`src/rtl/target_feeder.sv`:
```
// target_feeder: buffers one target sequence and streams it, with boundary scores, into PE 0 of the systolic array
module target_feeder #(
    parameter int CALC_BIT = 16,
    parameter int MAX_T    = 64,
    parameter int T_AW     = 6
) (
    input  logic                clk,
    input  logic                rst_n,
    input  logic                start_i,
    input  logic                reload_i,
    input  logic                first_pass_i,
    input  logic [CALC_BIT-1:0] alpha_i,
    input  logic [CALC_BIT-1:0] beta_i,
    input  logic                t_valid_i,
    input  logic [1:0]          t_data_i,
    input  logic                t_last_i,
    output logic                t_ready_o,
    input  logic                sp_empty_i,
    input  logic [CALC_BIT-1:0] sp_v_i,
    input  logic [CALC_BIT-1:0] sp_f_i,
    input  logic [CALC_BIT-1:0] sp_max_i,
    output logic                sp_rd_o,
    output logic [2:0]          t_o,
    output logic [CALC_BIT-1:0] v_o,
    output logic [CALC_BIT-1:0] v_a_o,
    output logic [CALC_BIT-1:0] f_b_o,
    output logic [CALC_BIT-1:0] max_o,
    output logic                busy_o,
    output logic                done_o,
    output logic [T_AW:0]       len_o,
    output logic                ovf_o,
    output logic                und_o
);
    localparam int LW = T_AW + 1;

    typedef enum logic [2:0] {S_IDLE, S_LOAD, S_TOKEN, S_STREAM, S_DONE} state_t;

    state_t              r_state, w_next;
    logic                r_first;
    logic [CALC_BIT-1:0] r_alpha, r_beta;
    logic [T_AW-1:0]     r_wr_idx;
    logic [T_AW:0]       r_rd_idx, r_len;
    logic [1:0]          r_buf [MAX_T];
    logic [2:0]          r_t;
    logic [CALC_BIT-1:0] r_v, r_va, r_f, r_m;
    logic                r_done, r_ovf, r_und;

    logic                w_accept, w_load_end, w_last_char, w_spill, w_und_hit, w_enter_token;
    logic [2:0]          w_t;
    logic [CALC_BIT-1:0] w_v, w_va, w_f, w_m;

    assign w_accept      = (r_state == S_LOAD) && t_valid_i;
    // a load ends on the tagged last char or when the buffer is full
    assign w_load_end    = w_accept && (t_last_i || (&r_wr_idx));
    assign w_last_char   = (r_rd_idx + LW'(1)) == r_len;
    assign w_spill       = (r_state == S_STREAM) && !r_first && !sp_empty_i;
    assign w_und_hit     = (r_state == S_STREAM) && !r_first && sp_empty_i;
    assign w_enter_token = (w_next == S_TOKEN) && (r_state != S_TOKEN);

    assign t_ready_o = (r_state == S_LOAD);
    assign sp_rd_o   = w_spill;
    assign t_o       = r_t;
    assign v_o       = r_v;
    assign v_a_o     = r_va;
    assign f_b_o     = r_f;
    assign max_o     = r_m;
    assign busy_o    = (r_state != S_IDLE);
    assign done_o    = r_done;
    assign len_o     = r_len;
    assign ovf_o     = r_ovf;
    assign und_o     = r_und;

    // state register
    always_ff @(posedge clk or negedge rst_n) begin
        if (!rst_n) r_state <= S_IDLE;
        else        r_state <= w_next;
    end

    // next state and the PE-facing values to register; an empty spill head falls back to boundary scores
    always_comb begin
        w_next = r_state;
        w_t    = 3'b000;
        w_v    = '0;
        w_va   = '0;
        w_f    = '0;
        w_m    = '0;
        case (r_state)
            S_IDLE:   if (start_i) w_next = reload_i ? S_LOAD : ((r_len == '0) ? S_DONE : S_TOKEN);
            S_LOAD:   if (w_load_end) w_next = S_TOKEN;
            S_TOKEN:  w_next = S_STREAM;
            S_STREAM: if (w_last_char) w_next = S_DONE;
            default:  w_next = S_IDLE;
        endcase
        if (r_state == S_TOKEN) w_t = 3'b001;
        if (r_state == S_STREAM) begin
            w_t  = {1'b1, r_buf[r_rd_idx[T_AW-1:0]]};
            w_v  = w_spill ? sp_v_i   : '0;
            w_f  = w_spill ? sp_f_i   : r_beta;
            w_m  = w_spill ? sp_max_i : '0;
            w_va = w_v + r_alpha;
        end
    end

    // pass control: mode latch, load/replay indices, stored length and sticky error flags
    always_ff @(posedge clk or negedge rst_n) begin
        if (!rst_n) begin
            r_first  <= 1'b0;
            r_alpha  <= '0;
            r_beta   <= '0;
            r_wr_idx <= '0;
            r_rd_idx <= '0;
            r_len    <= '0;
            r_ovf    <= 1'b0;
            r_und    <= 1'b0;
        end else begin
            if (r_state == S_IDLE && start_i) begin
                r_first  <= first_pass_i;
                r_wr_idx <= '0;
            end
            if (w_accept) r_wr_idx <= r_wr_idx + T_AW'(1);
            if (w_load_end) begin
                r_len <= {1'b0, r_wr_idx} + LW'(1);
                r_ovf <= r_ovf | ~t_last_i;
            end
            if (w_enter_token) begin
                r_alpha <= alpha_i;
                r_beta  <= beta_i;
            end
            if (r_state == S_TOKEN) r_rd_idx <= '0;
            if (r_state == S_STREAM) r_rd_idx <= r_rd_idx + LW'(1);
            if (w_und_hit) r_und <= 1'b1;
        end
    end

    // registered outputs toward PE 0 and the done pulse
    always_ff @(posedge clk or negedge rst_n) begin
        if (!rst_n) begin
            r_t    <= '0;
            r_v    <= '0;
            r_va   <= '0;
            r_f    <= '0;
            r_m    <= '0;
            r_done <= 1'b0;
        end else begin
            r_t    <= w_t;
            r_v    <= w_v;
            r_va   <= w_va;
            r_f    <= w_f;
            r_m    <= w_m;
            r_done <= (r_state == S_DONE);
        end
    end

    // target character buffer; contents need no reset
    always_ff @(posedge clk) begin
        if (w_accept) r_buf[r_wr_idx] <= t_data_i;
    end
endmodule

```
`config.mk`:
```
export PLATFORM = sky130hd
export DESIGN_NAME = target_feeder
export DESIGN_NICKNAME = d
export VERILOG_FILES = /design/src/rtl/target_feeder.sv
export SDC_FILE = /design/constraint.sdc
export NUM_CORES = 1
export LEC_CHECK = 0
export ABC_AREA = 1
export BUFFER_PORTS_ARGS = -buffer_cell sky130_fd_sc_hd__buf_2
export CAP_MARGIN = 40
export CORE_ASPECT_RATIO = 0.6
export CORE_MARGIN = 2
export CORE_UTILIZATION = 25
export DETAILED_ROUTE_END_ITERATION = 8
export PLACE_DENSITY = 0.39
export SYNTH_ARGS = -nofsm -noshare
export SYNTH_HDL_FRONTEND = slang
export SYNTH_SLANG_ARGS = --single-unit
```
`constraint.sdc`:
```
create_clock -name clk -period 3.5 [get_ports clk]
set_input_delay 0.525 -clock clk [delete_from_list [all_inputs] [get_ports clk]]
set_output_delay 0.525 -clock clk [all_outputs]
set_load 0.02 [all_outputs]
```
Word-level counts from Yosys, hierarchy flattened
Memories as Yosys holds them, arrays and structs flattened. Index checks and enable logic that the tools add are counted.

Multipliers: 0. Shifts and indexed selects: 0. Reductions and logical operators: 16. Order comparisons: 0. Mux-type cells: 21. Bitwise logic cells: 2. Divide/modulo/power cells: 0. $add $sub $neg: 4. Equal/unequal tests: 7.

Operators with widths (count): two-way mux 16 bit (7); two-way mux 3 bit (6); adder 16 bit (1); two-way mux 7 bit (2); two-way mux 6 bit (2); one-hot mux 3 bit (4 select lines) (1); == test 3 x 2 -> 1 bit, second input constant (3); adder 6 x 1 -> 7 bit, second input constant (1); adder 7 x 1 -> 7 bit, second input constant (1); == test 7 bit (1); logical AND 1 bit (7); zero test 7 bit (1); adder 6 x 1 -> 6 bit, second input constant (1); AND reduction 6 bit (1); nonzero test 2 bit (2); == test 3 x 1 -> 1 bit, second input constant (1); == test 3 bit, second input constant (1); zero test 3 bit (1); two-way mux 1 bit (3); != test 3 x 2 -> 1 bit, second input constant (1); nonzero test 3 bit (1); zero test 1 bit (2); logical OR 1 bit (1); NOT 1 bit (1); bitwise OR 1 bit (1).

Bits of input ports: 90. Bits in latches: 0. Memories kept: 1. Output and inout port bits: 80. Logic and storage cells: 66. RAM bits: 128. Register bits after elaboration: 126. ROM bits: 0.

Memory list: r_buf (words 64, width 2, read ports 1, clocked after Yosys merged registers in 0, wr ports 1, RTL line 43) `logic [1:0] r_buf [MAX_T];`.

Longest topological paths before layout
Gate-level depths: netlist of the first run.

Depth in word-level cells: 7. Depth in mapped cells: 17. Mapped depth without buffers: 15.

Worst setup path before layout of the first run
OpenSTA, ideal clock, no wires.

Path kind: in2reg. Start point: input port sp_empty_i. End point: register r_va[14], in the netlist v_a_o[14]. Buffers on the path: 2. Stages: 15. Path slack: 0.958 ns. Data arrival time: 2.423 ns. Setup time: 0.119 ns. Path through: inv_1 -> nand3_2 -> clkbuf_1 -> clkbuf_1 -> nor2_1 -> ha_1 -> fa_1 -> nand3_1 -> nand2_2 -> nand2_1 -> nand2_2 -> nand2_1 -> nand3_1 -> nand2_1 -> nor2_1.

Longest elaborated chain between the ends: 5.

RTL lines: start, declared (RTL line 18) `input logic sp_empty_i,`; zero test 1 bit (RTL line 56) `assign w_spill = (r_state == S_STREAM) && !r_first && !sp_empty_i;`; logical AND 1 bit (RTL line 56); two-way mux 16 bit (RTL line 97) `w_v = w_spill ? sp_v_i : '0;`; adder 16 bit (RTL line 100) `w_va = w_v + r_alpha;`; two-way mux 16 bit (RTL line 95) `if (r_state == S_STREAM) begin`; net w_va[14] (RTL line 50) `logic [CALC_BIT-1:0] w_v, w_va, w_f, w_m;`; end signal, assigned (RTL line 147) `r_va <= w_va;`; end, declared (RTL line 45) `logic [CALC_BIT-1:0] r_v, r_va, r_f, r_m;`.

The timed path passes the listed nets, and every way through them passes these cells. A chain may end at the register's enable or synchronous reset.

Worst setup path in the final report of the first run
Start point: register r_state[1]. End point: register r_va[9], in the netlist v_a_o[9].

Longest elaborated chain between the ends: 6.

RTL lines: start, declared (RTL line 38) `state_t r_state, w_next;`; start signal, assigned (RTL line 76) `else r_state <= w_next;`; == test 3 x 2 -> 1 bit (*) (RTL line 56, 95); logical AND 1 bit (2 in series) (RTL line 56); two-way mux 16 bit (RTL line 97); adder 16 bit (RTL line 100); two-way mux 16 bit (*) (RTL line 95); net w_va[9] (RTL line 50).

Mark *: on every way through the listed nets, which the timed path passes. The rest lies on a longest branch.

==> out/results.tsv, run 1 <==
stage	metric	value	unit
setup_path	R2R cell count	14	
floorplan	I/O pins	170	
sta	RSZ-0062 raised after global routing	no	
grt	largest net degree at the start of global routing	67	
sta	minimum clock period	2.670	ns
power_and_ir_drop	Sequential Power Share	0.382	
synth	Yosys cell types	43	
power_and_ir_drop	VDD IR-drop max	379.1	uV
sta	relative slew slack	0.4478	
placement	Buffers on Ports	169	
clock_tree	Hold Buf Count CTS	1	
status	outcome	complete, no violations	
clock_tree	CTS root buf	clkbuf_16	
sta	Least-Margin Pin Slew	0.8260	ns
setup_path	crit path kind	reg -> reg	
drt	DR WL/cell	19.09	um
cells_and_area	layout cells sized above 1	0.2020	
drt	drt total wl	36230	um
run	Max-cap violations	0	
drt	Remaining DRCs	0	
clock_tree	Clock Latency Late Sink	0.55	ns
synth	top cell type by total area after synthesis	edfxtp_1	
synth	Yosys top cell area share	0.3473	
clock_tree	Post-CTS Setup Repair Bufs	0	
drt	initial DRC count	763	
drt	vias	8624	
grt	total track usage	0.1571	
sta	f_max	374.6	MHz
power_and_ir_drop	Tot Pwr	10.62	mW
cells_and_area	Synth-to-Final Area Change	22.82	%
setup_path	WP data required	3.93	ns
cells_and_area	Post-Layout Cell Count	1898	
sta	final hold viol count	0	
floorplan	Die W	275.6	um
synth	dominant cells by area after synthesis	edfxtp_1 (35%), dfrtp_1 (28%), nor2_1 (7.2%)	
synth	flops & latches, synth	254	
power_and_ir_drop	cell-internal power	6.388	mW
placement	dpl cell area	12720	um2
clock_tree	Reg clk slew, reported paths	0.06	ns
drt	Antenna Nets Post-Route	0	
clock_tree	cts bufs inserted	27	
setup_path	crit path capture type	flip-flop	
synth	Post-synth ARST share	0.4961	
floorplan	core area	43480	um2
synth	synth warn	0	
synth	EDFF count, synth	128	
power_and_ir_drop	Logic pwr share	0.353	
synth	Seq/Total Area, Yosys	0.6322	
synth	most frequent cell after synthesis	nor2_1	
clock_tree	Post-CTS Resized	0	
setup_path	Arr. time, crit path	3.10	ns
clock_tree	Clock Sinks	254	
power_and_ir_drop	Lkg Pwr	5.972	nW
drt	DRT Pass-1 Iters	5	
synth	synth cell count leaders	nor2_1 (212), nand2_1 (157), edfxtp_1 (128), dfrtp_1 (126), o21ai_0 (126)	
grt	initial antenna violation count	2	
synth	syn_area_per_cell	9.943	um2
power_and_ir_drop	clock share of power	0.266	
cells_and_area	nets@finish	1398	
sta	Final Setup Violations	0	
placement	Post-DP HPWL	26030	um
floorplan	die area	46020	um2
grt	grt total ovfl	0	
cells_and_area	Finished Cell Area	13590	um2
grt	number of global-route vias before repair	8408	
drt	vias per inst	4.544	
floorplan	# rows	59	
power_and_ir_drop	pwr/cell area	781.3	nW/um2
worst_hold_path	Hold Path Stages	3	
sta	setup_tns	0	ns
synth	syn nets	1215	
sta	final worst setup slack	0.8303	ns
cells_and_area	Core Util, Final	0.3126	
power_and_ir_drop	switching power	4.232	mW
floorplan	die height	167.0	um
clock_tree	htree depth	1	
placement	placed cells	1845	
sta	skew final	0.01987	ns
clock_tree	Longest Clk Path Bufs	3	
grt	first-pass GRT wire length	54430	um
synth	synthesized area	11070	um2
placement	gpl congestion	0.8322	
clock_tree	CTS tree	yes	
setup_path	critical path launch point type	flip-flop	
floorplan	starting density of the core	0.2545	
sta	final max-slew violation count	0	
synth	Gate Count Post-Synth	1113	
setup_path	crit path max fanout	16	
power_and_ir_drop	switching part of the total	0.3985	
worst_hold_path	Worst Hold Class	in -> reg	
sta	final period utilization	0.7628	
placement	Setup WS pre-CTS	0.7086	ns
sta	Hold WS	0.1733	ns
synth	commonest register cell after synthesis	edfxtp_1	
-- registers in the layout (all words and copies together) (netlist names), 7 cells and up --
signal / flops
v_a_o: 16
r_beta: 16
r_rd_idx: 7
max_o: 16
len_o: 7
f_b_o: 16
v_o: 16
r_buf: 128
r_alpha: 16
-- per-layer routing --
metal	up-vias	global-route usage	routed length [um]
met1	4240	0.2551	19030
met5	-	0	0
met3	40	0.02985	1963
li1	4134	-	-
met4	0	0.03337	717
met2	210	0.2103	14520
-- worst paths after layout --
path                                      start            endpoint  slack, ns
max reg2reg                r_state[1]$_DFF_PN0_  v_a_o[9]$_DFF_PN0_       0.83
max                        r_state[1]$_DFF_PN0_  v_a_o[9]$_DFF_PN0_       0.83
min in group asynchronous                 rst_n    t_o[2]$_DFF_PN0_       0.52
max in group asynchronous                 rst_n  f_b_o[5]$_DFF_PN0_       2.22
min reg2reg                   und_o$_DFFE_PN0P_   und_o$_DFFE_PN0P_       0.46
min                                 sp_max_i[8]  max_o[8]$_DFF_PN0_       0.17
-- final cells by class --
cell class / count / area (um2)
well taps: 579 / 724.4
clock buffers: 42 / 810.8
clock inverters: 8 / 48.80
flip-flops and latches: 254 / 6998
repair buffers: 198 / 1122
diodes: 2 / 5.005
fillers: 4500 / 29890
multi-input cells: 706 / 3473
inverters: 109 / 409.1
-- power by group through the flow --
stage          Combinational (mW)  Sequential (mW)  Clock, mW
2_1_floorplan                2.12             4.29          0
3_3_place_gp                 3.83             4.11          0
3_5_place_dp                 3.78             4.11          0
4_1_cts                      3.80             4.06       2.92
5_1_grt                      4.20             4.11       3.04
6_report                     3.75             4.05       2.82
-- worst max-delay path: stages (launching register included) --
cell     delay [ns]
dfrtp_1        0.45
nand2_2        0.13
nor2_4         0.12
nand3_2        0.33
nor2_1         0.31
ha_1           0.27
a21o_1         0.19
nand2_1        0.07
nand2_1        0.09
nand3_1        0.10
nand2_1        0.11
a21oi_1        0.21
nand2_1        0.07
nand2_1        0.06
nor2_1         0.04
-- cell usage in the layout, fill, tap and decap left out, drive strengths merged, types with 2 or more instances in the layout --
cell / instances
nor2: 214
buf: 197
nand2: 163
edfxtp: 128
o21ai: 128
dfrtp: 126
inv: 108
nand3: 57
clkbuf: 42
a21oi: 35
o22ai: 22
o221ai: 16
nand4: 14
ha: 11
xor2: 10
mux2: 10
clkinv: 9
nor3: 8
o21bai: 5
diode: 2
a21o: 2
nor3b: 2
-- cell families (layout without fill, tap and decap cells) --
| kind of cell | Yosys count | after routing | share of synthesized area |
|---|---|---|---|
| simple gates | 461 | 461 | 0.1740 |
| flops | 254 | 254 | 0.6322 |
| compound gates | 212 | 212 | 0.1067 |
| buf+inv | 153 | 357 | 0.05393 |
| fa+ha+maj | 12 | 12 | 0.01425 |
| xor+xnor | 11 | 11 | 0.008705 |
| mux | 10 | 10 | 0.01018 |
| other cells | 0 | 2 | 0 |
Note: power is estimated with default switching activity, not from simulation.
==> inputs of run 2 (changes only) <==
==> constraint.sdc (replaced) <==
create_clock -name clk -period 2.6 [get_ports clk]
set_input_delay 0.39 -clock clk [delete_from_list [all_inputs] [get_ports clk]]
set_output_delay 0.39 -clock clk [all_outputs]
set_load 0.02 [all_outputs]
==> run 2 against run 1 <==
  * Cell count up 0.53%
  * Sequential cell count unchanged
  * Combinational power up 41%
  * Register-to-register slack worse by 0.57 ns
  * Total power up 38%
  * Final area up 1.3%
  * Highest routed layer unchanged
  * Clock power up 40%
  * Sequential share of layout area down 0.63 points
  * Critical path depth down 8
  * Largest power group unchanged
  * Via count down 0.54%
  * Worst hold slack worse by 0.14 ns
  * Setup slack worse by 0.63 ns
==> out/results.tsv, run 2 (same netlist as run 1, synthesis figures left out) <==
stage	metric	value	unit	change
status	outcome	complete, no violations		
drt	Antenna Nets Post-Route	0		unchanged
clock_tree	cts bufs inserted	27		unchanged
floorplan	core area	43480	um2	unchanged
setup_path	largest stage delay on the critical path	0.45	ns	about the same
sta	Final Setup Violations	0		unchanged
cells_and_area	Finished Cell Area	13760	um2	+1.3%
sta	setup_tns	0	ns	unchanged
drt	vias per inst	4.495		-1.1%
setup_path	Arr. time, crit path	2.01	ns	-1.09 ns
clock_tree	CTS tree	yes		
floorplan	starting density of the core	0.2545		unchanged
power_and_ir_drop	clock share of power	0.270		+0.004
setup_path	CP Cell Sequence	nand2_2, nor2_4, nand3_4, buf_8, inv_1, buf_2		
cells_and_area	Multi-input gate area	3488	um2	+0.43%
clock_tree	Clock Sinks	254		unchanged
placement	gpl congestion	0.8526		+2.5%
power_and_ir_drop	Tot Pwr	14.60	mW	+38%
grt	total track usage	0.1617		+0.004554
clock_tree	htree depth	1		unchanged
setup_path	crit path capture type	output port		
sta	final period utilization	0.9240		
placement	dpl cell area	12790	um2	+0.61%
power_and_ir_drop	cell-internal power	8.761	mW	+37%
clock_tree	Clock Latency Late Sink	0.56	ns	about the same
power_and_ir_drop	pwr/cell area	1061	nW/um2	+36%
cells_and_area	ant diodes	0		-2
placement	Buffers on Ports	169		unchanged
cells_and_area	fillers	4591		+2.0%
setup_path	Setup crit start	r_state[1]$_DFF_PN0_		
grt	global route hottest layer	met1		
sta	f_max	416.3	MHz	
power_and_ir_drop	switching part of the total	0.4000		+0.001505
setup_path	R2R Setup Slk	0.26	ns	-0.57 ns
clock_tree	Reg clk slew, reported paths	0.07	ns	about the same
power_and_ir_drop	VDD IR-drop max	485.8	uV	+28%
drt	Remaining DRCs	0		unchanged
grt	met2 Resource Use GR	0.2153		+0.005013
placement	placed cells	1852		+0.38%
sta	relative slew slack	0.5084		+0.06056
cells_and_area	commonest non-fill, non-tap cell in the layout	nor2_1		
run	Max-cap violations	0		unchanged
cells_and_area	layout cells sized above 1	0.2062		+0.004196
cells_and_area	Synth-to-Final Area Change	24.36	%	
grt	routing usage on met1	0.2692		+0.01410
grt	first-pass GRT wire length	55860	um	+2.6%
cells_and_area	Post-Layout Cell Count	1908		+0.53%
setup_path	crit path kind	reg -> out		
worst_hold_path	Worst Hold Class	in -> reg		
cells_and_area	area occupied by registers	6999	um2	about the same
power_and_ir_drop	Logic pwr share	0.361		+0.008
drt	vias	8577		-0.54%
grt	grt total ovfl	0		unchanged
setup_path	R2R cell count	14		unchanged
setup_path	Worst Setup EP	sp_rd_o		
setup_path	Slowest-stage cell, CP	dfrtp_2		
clock_tree	Longest Clk Path Bufs	3		unchanged
cells_and_area	max reg flops	128		unchanged
floorplan	# rows	59		unchanged
drt	drt total wl	37120	um	+2.4%
floorplan	die area	46020	um2	unchanged
setup_path	reg-to-reg endpoint	v_a_o[9]$_DFF_PN0_		
grt	grt met3 use	0.02437		-0.005479
sta	Least-Margin Pin Slew	0.7318	ns	-0.09416 ns
worst_hold_path	Hold Path Stages	3		unchanged
grt	initial antenna violation count	0		-2
power_and_ir_drop	Lkg Pwr	6.044	nW	+1.2%
drt	DRT Pass-1 Iters	5		unchanged
placement	Post-DP HPWL	26570	um	+2.0%
floorplan	I/O pins	170		unchanged
cells_and_area	Largest Register	r_buf		
sta	skew final	0.01160	ns	-0.008269 ns
sta	final max-slew violation count	0		unchanged
power_and_ir_drop	switching power	5.841	mW	+38%
drt	DR WL/cell	19.45	um	+1.9%
cells_and_area	nets@finish	1410		+0.86%
sta	RSZ-0062 raised after global routing	no		
clock_tree	Post-CTS Setup Repair Bufs	0		unchanged
grt	largest net degree at the start of global routing	65		-3.0%
sta	final hold viol count	0		unchanged
grt	number of global-route vias before repair	8568		+1.9%
setup_path	critical path launch point type	flip-flop		
setup_path	worst r2r src	r_state[0]$_DFF_PN0_		
setup_path	WP data required	2.21	ns	-1.72 ns
floorplan	Die W	275.6	um	unchanged
cells_and_area	most frequent cells in the layout	nor2_1 (211), buf_2 (168), nand2_1 (157)		
drt	initial DRC count	826		+8.3%
floorplan	die height	167.0	um	unchanged
clock_tree	CTS root buf	clkbuf_16		
setup_path	crit path max fanout	58		+42
power_and_ir_drop	Sequential Power Share	0.369		-0.013
sta	minimum clock period	2.402	ns	
-- run 2: changes by cell type in the layout (fill, tap and decap cells not counted), sizes merged --
cell / change
clkbuf: -6
clkinvlp: +1
diode: -2
dlygate4sd3: +5
inv: -1
buf: +7
clkinv: +5
bufinv: +1
-- run 2: layout make-up --
| type | count | area share |
|---|---|---|
| sequential | 254 | 0.5085 |
| multi-input combinational | 706 | 0.2535 |
| timing repair buffer | 210 | 0.09136 |
| clock buffer | 36 | 0.05709 |
| tap | 579 | 0.05264 |
| inverter | 109 | 0.02973 |
| clock inverter | 14 | 0.007182 |
-- run 2: power by group through the flow --
stage	sequential (mW)	combinational, mW	clock (mW)
global placement	5.48	5.33	0
finish	5.39	5.27	3.94
detailed placement	5.48	5.27	0
floorplan	5.77	2.85	0
CTS	5.40	5.32	4.05
global route	5.48	5.88	4.22
-- run 2: worst min path at each step --
stage / slack, ns / endpoint / start
after floorplan: 0.09 / done_o$_DFF_PN0_ / rst_n
after global placement: 0.32 / v_a_o[8]$_DFF_PN0_ / rst_n
after detailed placement: 0.32 / v_o[6]$_DFF_PN0_ / rst_n
after CTS: 0.0007 / max_o[11]$_DFF_PN0_ / sp_max_i[11]
after global routing: 0.01 / max_o[8]$_DFF_PN0_ / sp_max_i[8]
final: 0.03 / max_o[8]$_DFF_PN0_ / sp_max_i[8]
-- run 2: layer usage --
layer  routed length, um  vias to the layer above  part of all wire
met5                   0                        -                 0
met4                 593                        0             0.016
met3                1658                       34             0.045
met2               14560                      186              0.39
met1               20300                     4204              0.55
li1                    -                     4153                 -
-- run 2: worst max-delay path: cells and delay by family, from the launching register on --
family,cells,cell delay [ns]
simple gates,3,0.40
flops,1,0.45
buf+inv,3,0.56
-- run 2: per-stage QoR --
stage / hold slack, ns / utilization / worst slack, ns
floorplan: 0.09441 / - / 0.07736
global route: 0.01215 / 0.3165 / 0.02753
CTS: 0.0006642 / 0.3163 / 0.1105
finish: 0.03195 / 0.3165 / 0.1976
detailed placement: 0.3188 / 0.2943 / 0.04689
global placement: 0.3227 / 0.2943 / 0.1193
-- run 2: repair_timing --
item,CTS,global route
hold buffers,6,0
pin swaps,0,1
hold endpoints to repair,37,0
gates resized for setup,2,5
setup endpoints to repair,2,4
==> inputs of run 3 (changes only) <==
--- a/config.mk
+++ b/config.mk
@@ -13,6 +13,7 @@
 export CORE_UTILIZATION = 25
 export DETAILED_ROUTE_END_ITERATION = 8
 export PLACE_DENSITY = 0.39
+export RECOVER_POWER = 25
 export SYNTH_ARGS = -nofsm -noshare
 export SYNTH_HDL_FRONTEND = slang
 export SYNTH_SLANG_ARGS = --single-unit
==> run 3 against run 2 <==
  * The flow now finishes with violations (max-capacitance violations, max-slew violations)
  * Via count is 0.22% lower
  * Wire length hardly changed
  * Utilization is 0.086 points lower
  * Largest cell class unchanged
==> out/results.tsv, run 3 (same netlist as run 1, synthesis figures left out) <==
stage	metric	value	unit	change
floorplan	I/O pins	170		unchanged
drt	initial DRC count	799		-3.3%
cells_and_area	fillers	4595		+0.087%
placement	Setup WS pre-CTS	0.04689	ns	unchanged
setup_path	Arr. time, crit path	2.01	ns	about the same
clock_tree	CTS root buf	clkbuf_16		
setup_path	Crit path max-delay family	buffers and inverters		
clock_tree	Reg clk slew, reported paths	0.07	ns	about the same
drt	vias	8558		-0.22%
cells_and_area	Largest Register	r_buf		
placement	dpl cell area	12790	um2	unchanged
status	violated checks	max-capacitance violations, max-slew violations		
sta	skew final	0.01208	ns	+0.0004818 ns
grt	first-pass GRT wire length	55860	um	unchanged
sta	Least-Margin Pin Slew	1.723	ns	+0.9911 ns
sta	Final Setup Violations	0		unchanged
grt	total track usage	0.1617		unchanged
sta	Hold WS	0.03059	ns	-0.001361 ns
clock_tree	CTS tree	yes		
cells_and_area	nets@finish	1410		unchanged
drt	Antenna Nets Post-Route	0		unchanged
floorplan	starting density of the core	0.2545		unchanged
sta	relative slew slack	-0.1486		-0.6570
drt	drt total wl	37090	um	about the same
floorplan	Die W	275.6	um	unchanged
clock_tree	Clock Latency Late Sink	0.56	ns	about the same
sta	minimum clock period	2.404	ns	+0.001647 ns
grt	met2 Resource Use GR	0.2153		unchanged
cells_and_area	max reg flops	128		unchanged
grt	number of global-route vias before repair	8568		unchanged
grt	grt met3 use	0.02437		unchanged
setup_path	CP Buf/Inv Count	3		unchanged
power_and_ir_drop	pwr/cell area	1062	nW/um2	+0.12%
sta	f_max	416.0	MHz	about the same
placement	placed cells	1852		unchanged
drt	Remaining DRCs	0		unchanged
placement	Buffers on Ports	169		unchanged
floorplan	core area	43480	um2	unchanged
status	outcome	finished, violations left		
sta	setup_tns	0	ns	unchanged
grt	largest net degree at the start of global routing	65		unchanged
setup_path	Slowest-stage cell, CP	dfrtp_2		
clock_tree	htree depth	1		unchanged
grt	routing usage on met1	0.2692		unchanged
setup_path	CP Cell Sequence	nand2_2, nor2_4, nand3_4, buf_8, inv_1, buf_2		
setup_path	critical path launch point type	flip-flop		
grt	grt total ovfl	0		unchanged
grt	initial antenna violation count	0		unchanged
sta	final worst setup slack	0.1960	ns	-0.001647 ns
power_and_ir_drop	Lkg Pwr	6.026	nW	-0.29%
setup_path	WP data required	2.21	ns	about the same
setup_path	crit path capture type	output port		
power_and_ir_drop	Tot Pwr	14.58	mW	-0.15%
cells_and_area	Finished Cell Area	13730	um2	-0.27%
setup_path	crit path max fanout	58		unchanged
setup_path	largest stage delay on the critical path	0.45	ns	about the same
placement	gpl congestion	0.8526		unchanged
floorplan	# rows	59		unchanged
cells_and_area	area occupied by registers	6999	um2	unchanged
worst_hold_path	Worst Hold Class	in -> reg		
floorplan	die height	167.0	um	unchanged
sta	RSZ-0062 raised after global routing	no		
floorplan	die area	46020	um2	unchanged
drt	vias per inst	4.485		-0.22%
sta	final period utilization	0.9246		about the same
grt	global route hottest layer	met1		
clock_tree	Longest Clk Path Bufs	3		unchanged
power_and_ir_drop	VDD IR-drop max	488.3	uV	+0.51%
cells_and_area	layout cells sized above 1	0.2039		-0.002257
cells_and_area	Synth-to-Final Area Change	24.03	%	
sta	final hold viol count	0		unchanged
drt	DR WL/cell	19.44	um	about the same
setup_path	crit path kind	reg -> out		
sta	final max-slew violation count	33		+33
cells_and_area	Post-Layout Cell Count	1908		unchanged
cells_and_area	most frequent cells in the layout	nor2_1 (211), buf_2 (167), nand2_1 (157)		
cells_and_area	Core Util, Final	0.3157		-0.0008640
placement	Post-DP HPWL	26570	um	unchanged
cells_and_area	commonest non-fill, non-tap cell in the layout	nor2_1		
clock_tree	cts bufs inserted	27		unchanged
clock_tree	Post-CTS Setup Repair Bufs	0		unchanged
run	Max-cap violations	1		+1
cells_and_area	Multi-input gate area	3488	um2	unchanged
clock_tree	Clock Sinks	254		unchanged
drt	DRT Pass-1 Iters	5		unchanged
cells_and_area	ant diodes	0		unchanged
run 3: cell type report:
cell class | instances | area share
timing repair buffer | 210 | 0.08888
inverter | 109 | 0.02981
sequential | 254 | 0.5099
clock buffer | 36 | 0.05725
tap | 579 | 0.05278
multi-input combinational | 706 | 0.2541
clock inverter | 14 | 0.007201
run 3: worst paths after layout:
path	slack (ns)	from	cells after the start	end
max	0.20	r_state[1]$_DFF_PN0_	6	sp_rd_o
min	0.03	sp_max_i[8]	3	max_o[8]$_DFF_PN0_
max reg2reg	0.25	r_state[0]$_DFF_PN0_	15	v_a_o[13]$_DFF_PN0_
min reg2reg	0.46	und_o$_DFFE_PN0P_	1	und_o$_DFFE_PN0P_
max in group asynchronous	0.61	rst_n	3	r_rd_idx[0]$_DFFE_PN0P_
min in group asynchronous	0.96	rst_n	2	v_a_o[8]$_DFF_PN0_
run 3: power by group:
group	leakage (nW)	internal, mW	total (mW)	switching (mW)
clock	0.438	2.22	3.93	1.71
combinational	2.79	1.58	5.25	3.67
sequential	2.80	4.95	5.39	0.444
run 3: what timing repair did:
| action | 4_1_cts | 5_1_grt |
|---|---|---|
| pin swaps | 0 | 1 |
| hold buffers | 6 | 0 |
| endpoints found under the hold margin | 37 | 0 |
| resized for setup | 2 | 5 |
| endpoints found under the setup margin | 2 | 4 |
run 3: worst reg2reg max path: cells and delay by family (launching register included):
family / cells / cell delay [ns]
fa+ha+maj: 1 / 0.24
flops: 1 / 0.41
compound gates: 1 / 0.18
simple gates: 13 / 1.45
run 3: metal layers:
metal  wire length (um)  vias to the layer above  part of all wire
li1                   -                     4158                 -
met1              19730                     4144              0.53
met2              14610                      222              0.39
met3               2160                       34             0.058
met4                593                        0             0.016
met5                  0                        -                 0
